### src/rtl/alu_led_reader.sv
// Reads a 32-bit ALU result and its ZF/OF flags through the ALU top's 8-bit LED port.
// It steps the lane select through the four byte lanes and then the flag lane.
module alu_led_reader #(
    parameter int unsigned SETTLE_CYC = 4
) (
    input  logic        clk,
    input  logic        rst_n,
    input  logic        start,
    input  logic [2:0]  op_in,
    input  logic [2:0]  ab_in,
    input  logic [7:0]  LED,
    output logic [2:0]  ALU_OP,
    output logic [2:0]  AB_SW,
    output logic [2:0]  F_LED_SW,
    output logic        busy,
    output logic        done,
    output logic [31:0] result,
    output logic        zf,
    output logic        of
);

    localparam int unsigned   CNT_W      = (SETTLE_CYC > 1) ? $clog2(SETTLE_CYC) : 1;
    localparam logic [CNT_W-1:0] CNT_RELOAD = CNT_W'(SETTLE_CYC - 1);
    localparam logic [2:0]    LANE_FLAGS = 3'b100;

    typedef enum logic [1:0] {
        S_IDLE    = 2'd0,
        S_SETTLE  = 2'd1,
        S_CAPTURE = 2'd2,
        S_DONE    = 2'd3
    } state_e;

    state_e            state_q, state_d;
    logic [CNT_W-1:0]  cnt_q, cnt_d;
    logic [2:0]        alu_op_q, alu_op_d;
    logic [2:0]        ab_sw_q, ab_sw_d;
    logic [2:0]        f_led_sw_q, f_led_sw_d;
    logic              busy_q, busy_d;
    logic              done_q, done_d;
    logic [31:0]       result_q, result_d;
    logic              zf_q, zf_d;
    logic              of_q, of_d;
    logic [31:0]       shadow_q, shadow_d;

    always_ff @(posedge clk or negedge rst_n) begin
        if (!rst_n) begin
            state_q <= S_IDLE;
        end else begin
            state_q <= state_d;
        end
    end

    always_comb begin
        state_d = state_q;
        case (state_q)
            S_IDLE:    if (start) state_d = S_SETTLE;
            S_SETTLE:  if (cnt_q == '0) state_d = S_CAPTURE;
            S_CAPTURE: state_d = (f_led_sw_q == LANE_FLAGS) ? S_DONE : S_SETTLE;
            S_DONE:    state_d = S_IDLE;
            default:   state_d = S_IDLE;
        endcase
    end

    // The flag lane capture commits the whole read, so done and result appear together.
    always_comb begin
        cnt_d      = cnt_q;
        alu_op_d   = alu_op_q;
        ab_sw_d    = ab_sw_q;
        f_led_sw_d = f_led_sw_q;
        busy_d     = busy_q;
        done_d     = 1'b0;
        result_d   = result_q;
        zf_d       = zf_q;
        of_d       = of_q;
        shadow_d   = shadow_q;
        case (state_q)
            S_IDLE: begin
                if (start) begin
                    alu_op_d   = op_in;
                    ab_sw_d    = ab_in;
                    f_led_sw_d = 3'b000;
                    cnt_d      = CNT_RELOAD;
                    busy_d     = 1'b1;
                    shadow_d   = '0;
                end
            end
            S_SETTLE: begin
                if (cnt_q != '0) cnt_d = cnt_q - CNT_W'(1);
            end
            S_CAPTURE: begin
                if (f_led_sw_q == LANE_FLAGS) begin
                    result_d   = shadow_q;
                    zf_d       = LED[7];
                    of_d       = LED[0];
                    done_d     = 1'b1;
                    f_led_sw_d = 3'b000;
                end else begin
                    shadow_d[{f_led_sw_q[1:0], 3'b000} +: 8] = LED;
                    f_led_sw_d = f_led_sw_q + 3'd1;
                    cnt_d      = CNT_RELOAD;
                end
            end
            S_DONE: begin
                busy_d = 1'b0;
            end
            default: ;
        endcase
    end

    always_ff @(posedge clk or negedge rst_n) begin
        if (!rst_n) begin
            cnt_q      <= '0;
            alu_op_q   <= 3'b000;
            ab_sw_q    <= 3'b000;
            f_led_sw_q <= 3'b000;
            busy_q     <= 1'b0;
            done_q     <= 1'b0;
            result_q   <= '0;
            zf_q       <= 1'b0;
            of_q       <= 1'b0;
            shadow_q   <= '0;
        end else begin
            cnt_q      <= cnt_d;
            alu_op_q   <= alu_op_d;
            ab_sw_q    <= ab_sw_d;
            f_led_sw_q <= f_led_sw_d;
            busy_q     <= busy_d;
            done_q     <= done_d;
            result_q   <= result_d;
            zf_q       <= zf_d;
            of_q       <= of_d;
            shadow_q   <= shadow_d;
        end
    end

    assign ALU_OP   = alu_op_q;
    assign AB_SW    = ab_sw_q;
    assign F_LED_SW = f_led_sw_q;
    assign busy     = busy_q;
    assign done     = done_q;
    assign result   = result_q;
    assign zf       = zf_q;
    assign of       = of_q;

endmodule

### config.mk
export PLATFORM = sky130hd
export DESIGN_NAME = alu_led_reader
export DESIGN_NICKNAME = d
export VERILOG_FILES = /design/src/rtl/alu_led_reader.sv
export SDC_FILE = /design/constraint.sdc
export NUM_CORES = 1
export LEC_CHECK = 0
export BUFFER_PORTS_ARGS = -buffer_cell sky130_fd_sc_hd__buf_2
export CAP_MARGIN = 20
export CORE_MARGIN = 4
export CORE_UTILIZATION = 55
export DETAILED_ROUTE_END_ITERATION = 8
export PLACE_DENSITY = 0.79
export REMOVE_ABC_BUFFERS = 1
export SYNTH_ARGS = -nofsm -noshare
export SYNTH_HDL_FRONTEND = slang
export SYNTH_SLANG_ARGS = --single-unit
### constraint.sdc
create_clock -name clk -period 2.2 [get_ports clk]
set_clock_uncertainty 0.15 [all_clocks]
set_input_delay 0.44 -clock clk [delete_from_list [all_inputs] [get_ports clk]]
set_output_delay 0.44 -clock clk [all_outputs]
set_load 0.02 [all_outputs]
==> metrics.md <==
| Metric | Value |
|---|---|
| Run status | `finished, final reports clean` |
| Critical Path Sink Type | `flop` |
| Ys Warns | `0` |
| Final min period | `2.02 ns` |
| Final hold violations | `0` |
| Synth cell types | `34` |
| Worst-path clk slew | `0.09 ns` |
| Post-route cell area | `a little over 4000 um2` |
| Worst EP arrival | `around 2.2 ns` |
| H-Tree Depth | `3` |
| Pre-antenna DRT Iters | `4` |
| Diode count | `0` |
| Post-CTS sizing | `0` |
| Final worst-path cycle share | `0.916` |
| RR Endpoint | `shadow_q[17]$_DFFE_PN0P_` |
| Std-Cell Core Area | `about 6000 um2` |
| Setup CP Type | `reg2reg` |
| DR WL/cell | `17.7 um` |
| Register area share after synthesis | `0.582` |
| Max Cap Viol | `0` |
| CTS tree | `built` |
| Mapped Area | `around 3500 um2` |
| Most frequent cells in the layout | `dfrtp_1 (81), buf_2 (60), mux2_4 (30)` |
| Largest net degree at the start of global routing | `slightly below 50` |
| Initial Util | `0.578` |
| Pre-CTS WS | `0.119 ns` |
| Worst Hold End | `AB_SW[2]$_DFFE_PN0P_` |
| R2r setup slk | `~0.18 ns` |
| Reg2Reg Launch Point | `F_LED_SW[1]$_DFFE_PN0P_` |
| Critical Path Max Stage Delay | `~0.43 ns` |
| Post-route antenna net violation count | `0` |
| Ports | `62` |
| Req. time, crit path | `about 2.3 ns` |
| Starting DRT DRC Count | `124` |
| HPWL after DPL | `4.78 mm` |
| CP Cell Sequence | `inv_1 -> ha_1 -> a211o_4 -> nor4b_4 -> buf_4 -> a32o_1` |
| Die height | `~90 um` |
| Synth Register Bits | `a little over 80` |
| Async SR Flop Fraction | `1.00` |
| DP Area | `3850 um2` |
| Gr usage total | `0.196` |
| Min-Delay Path Class | `in2reg` |
| Global-route wire length before repair | `roughly 11 mm` |
| Top_reg_cell synth | `dfrtp_1` |
| Worst-skew pair later-pin latency | `around 0.35 ns` |
| Initial antenna violation count | `0` |
| Crit path max-delay family | `compound AO/OA/AOI/OAI gates` |
| Worst hold path stage count | `2` |
| Final setup viols | `0` |
| Synth-to-Final Area Change | `18.8%` |
| Final #Nets | `327` |
| Syn avg cell area | `approximately 15 um2` |
| Clk buf depth | `2` |
| Slowest CP cell | `dfrtp_1` |
| Utilization after layout | `0.687` |
| Gpl congestion | `roughly 0.83` |
| R2r worst-path depth | `6` |
| Total die area | `approximately 7700 um2` |
| Drt via density | `between 5 and 6` |
| DR vias | `2215` |
| Post-synth EDFFs | `0` |
| Max Slew Vio Count | `0` |
| Crit start category | `flop` |
| Worst slew margin | `0.590` |
| CTS sink count | `just over 80` |
| Crit path buf inv count | `2` |
| Slew at the pin closest to its max-slew limit | `just over 0.6 ns` |
| P_leak | `about 2.1 nW` |
| Syn Inst Count | `233` |
| Worst Path Max Fanout | `8` |
| Fillers | `about 430` |
| VDD IR max | `0.768 mV` |
| CTS buffer count | `9` |
| Final wirelength | `approximately 6.8 mm` |
| CTS Root Cell | `clkbuf_8` |
| Row count | `28` |
| Die W | `87.6 um` |
| DRC viols | `0` |
| Commonest non-fill, non-tap cell in the layout | `dfrtp_1` |
| Power Dens Cells | `roughly 990 nW/um2` |
| Share of cells above drive strength 1 | `0.417` |
| Setup slack after layout | `0.185 ns` |
| RSZ-0062 raised after global routing | `no` |
| Grt ovf | `0` |
| Hold path startpoint | `ab_in[2]` |
| Vias in the first global route | `about 2.2k` |
| Fmax achieved | `a little under 500 MHz` |
| IO Port Bufs | `just over 60` |
==> stage by stage <==
stage	power, W	setup TNS [ns]	hold slack, ns	instances
final	0.00410	0	0.164	384
after floorplan	0.00245	-4.10	-0.00559	220
after global placement	0.00276	0	0.319	364
after global routing	0.00432	0	0.147	384
after detailed placement	0.00279	0	0.328	364
after CTS	0.00413	0	0.148	381
==> synth_stat cells (all sizes together) (3+ instances only) <==
| library cell | number | area share |
|---|---|---|
| dfrtp | 81 | 0.58 |
| mux2 | 40 | 0.16 |
| a32o | 25 | 0.072 |
| inv | 15 | 0.016 |
| buf | 12 | 0.028 |
| nand4 | 11 | 0.020 |
| mux2i | 8 | 0.023 |
| ha | 6 | 0.022 |
| nand2 | 5 | 0.0054 |
| nor2 | 4 | 0.0043 |
| o21ai | 3 | 0.0043 |
==> cell type report <==
cell class                 instances  area, um2  area share
timing repair buffer              73        413      0.0998
sequential                        81       2030       0.490
inverter                          15       56.3      0.0136
multi-input combinational        124       1300       0.314
tap                               75       93.8      0.0227
clock inverter                     7        126      0.0305
clock buffer                       9        124      0.0299
==> flip-flops by register name, indices dropped and copies added, names as in the netlist <==
register  cells
result       32
shadow_q     32
AB_SW         3
ALU_OP        3
F_LED_SW      3
cnt_q         2
state_q       2
busy          1
done          1
of            1
zf            1
==> repair_timing <==
action | 4_1_cts | 5_1_grt
buffers inserted | 0 | 3
setup endpoints to repair | 0 | 16
hold endpoints to repair | 47 | 0
hold buffers | 1 | 0
==> power breakdown <==
part           internal, W  total (W)  switching, W
registers          0.00165    0.00176      0.000116
clock network     0.000767    0.00134      0.000572
logic             0.000424   0.000997      0.000573
total              0.00284    0.00410       0.00126
==> cell families after synthesis <==
| group | count (synthesis) | share of synthesized area |
|---|---|---|
| adders and majority gates | 6 | 0.0216 |
| and+or+nand+nor | 31 | 0.0636 |
| AOI/OAI and AO/OA | 39 | 0.103 |
| buffers and inverters | 28 | 0.0453 |
| muxes | 48 | 0.185 |
| DFF | 81 | 0.582 |
==> per-layer routing <==
layer,track usage,wire [um],up-vias
li1,-,-,1005
met1,0.258,2880,1123
met5,0,0,-
met2,0.313,3420,76
met3,0.0489,381,11
met4,0.0767,130,0
==> worst max path at each step <==
stage,end,from,cells after the start,slack (ns)
after global placement,shadow_q[19]$_DFFE_PN0P_,F_LED_SW[1]$_DFFE_PN0P_,5,0.18
after floorplan,shadow_q[0]$_DFFE_PN0P_,F_LED_SW[0]$_DFFE_PN0P_,5,-0.17
final,shadow_q[17]$_DFFE_PN0P_,F_LED_SW[1]$_DFFE_PN0P_,6,0.18
after CTS,shadow_q[17]$_DFFE_PN0P_,F_LED_SW[1]$_DFFE_PN0P_,5,0.11
after detailed placement,shadow_q[17]$_DFFE_PN0P_,F_LED_SW[1]$_DFFE_PN0P_,5,0.12
after global routing,shadow_q[29]$_DFFE_PN0P_,F_LED_SW[1]$_DFFE_PN0P_,5,0.01
Power figures use the tool's default switching activity.
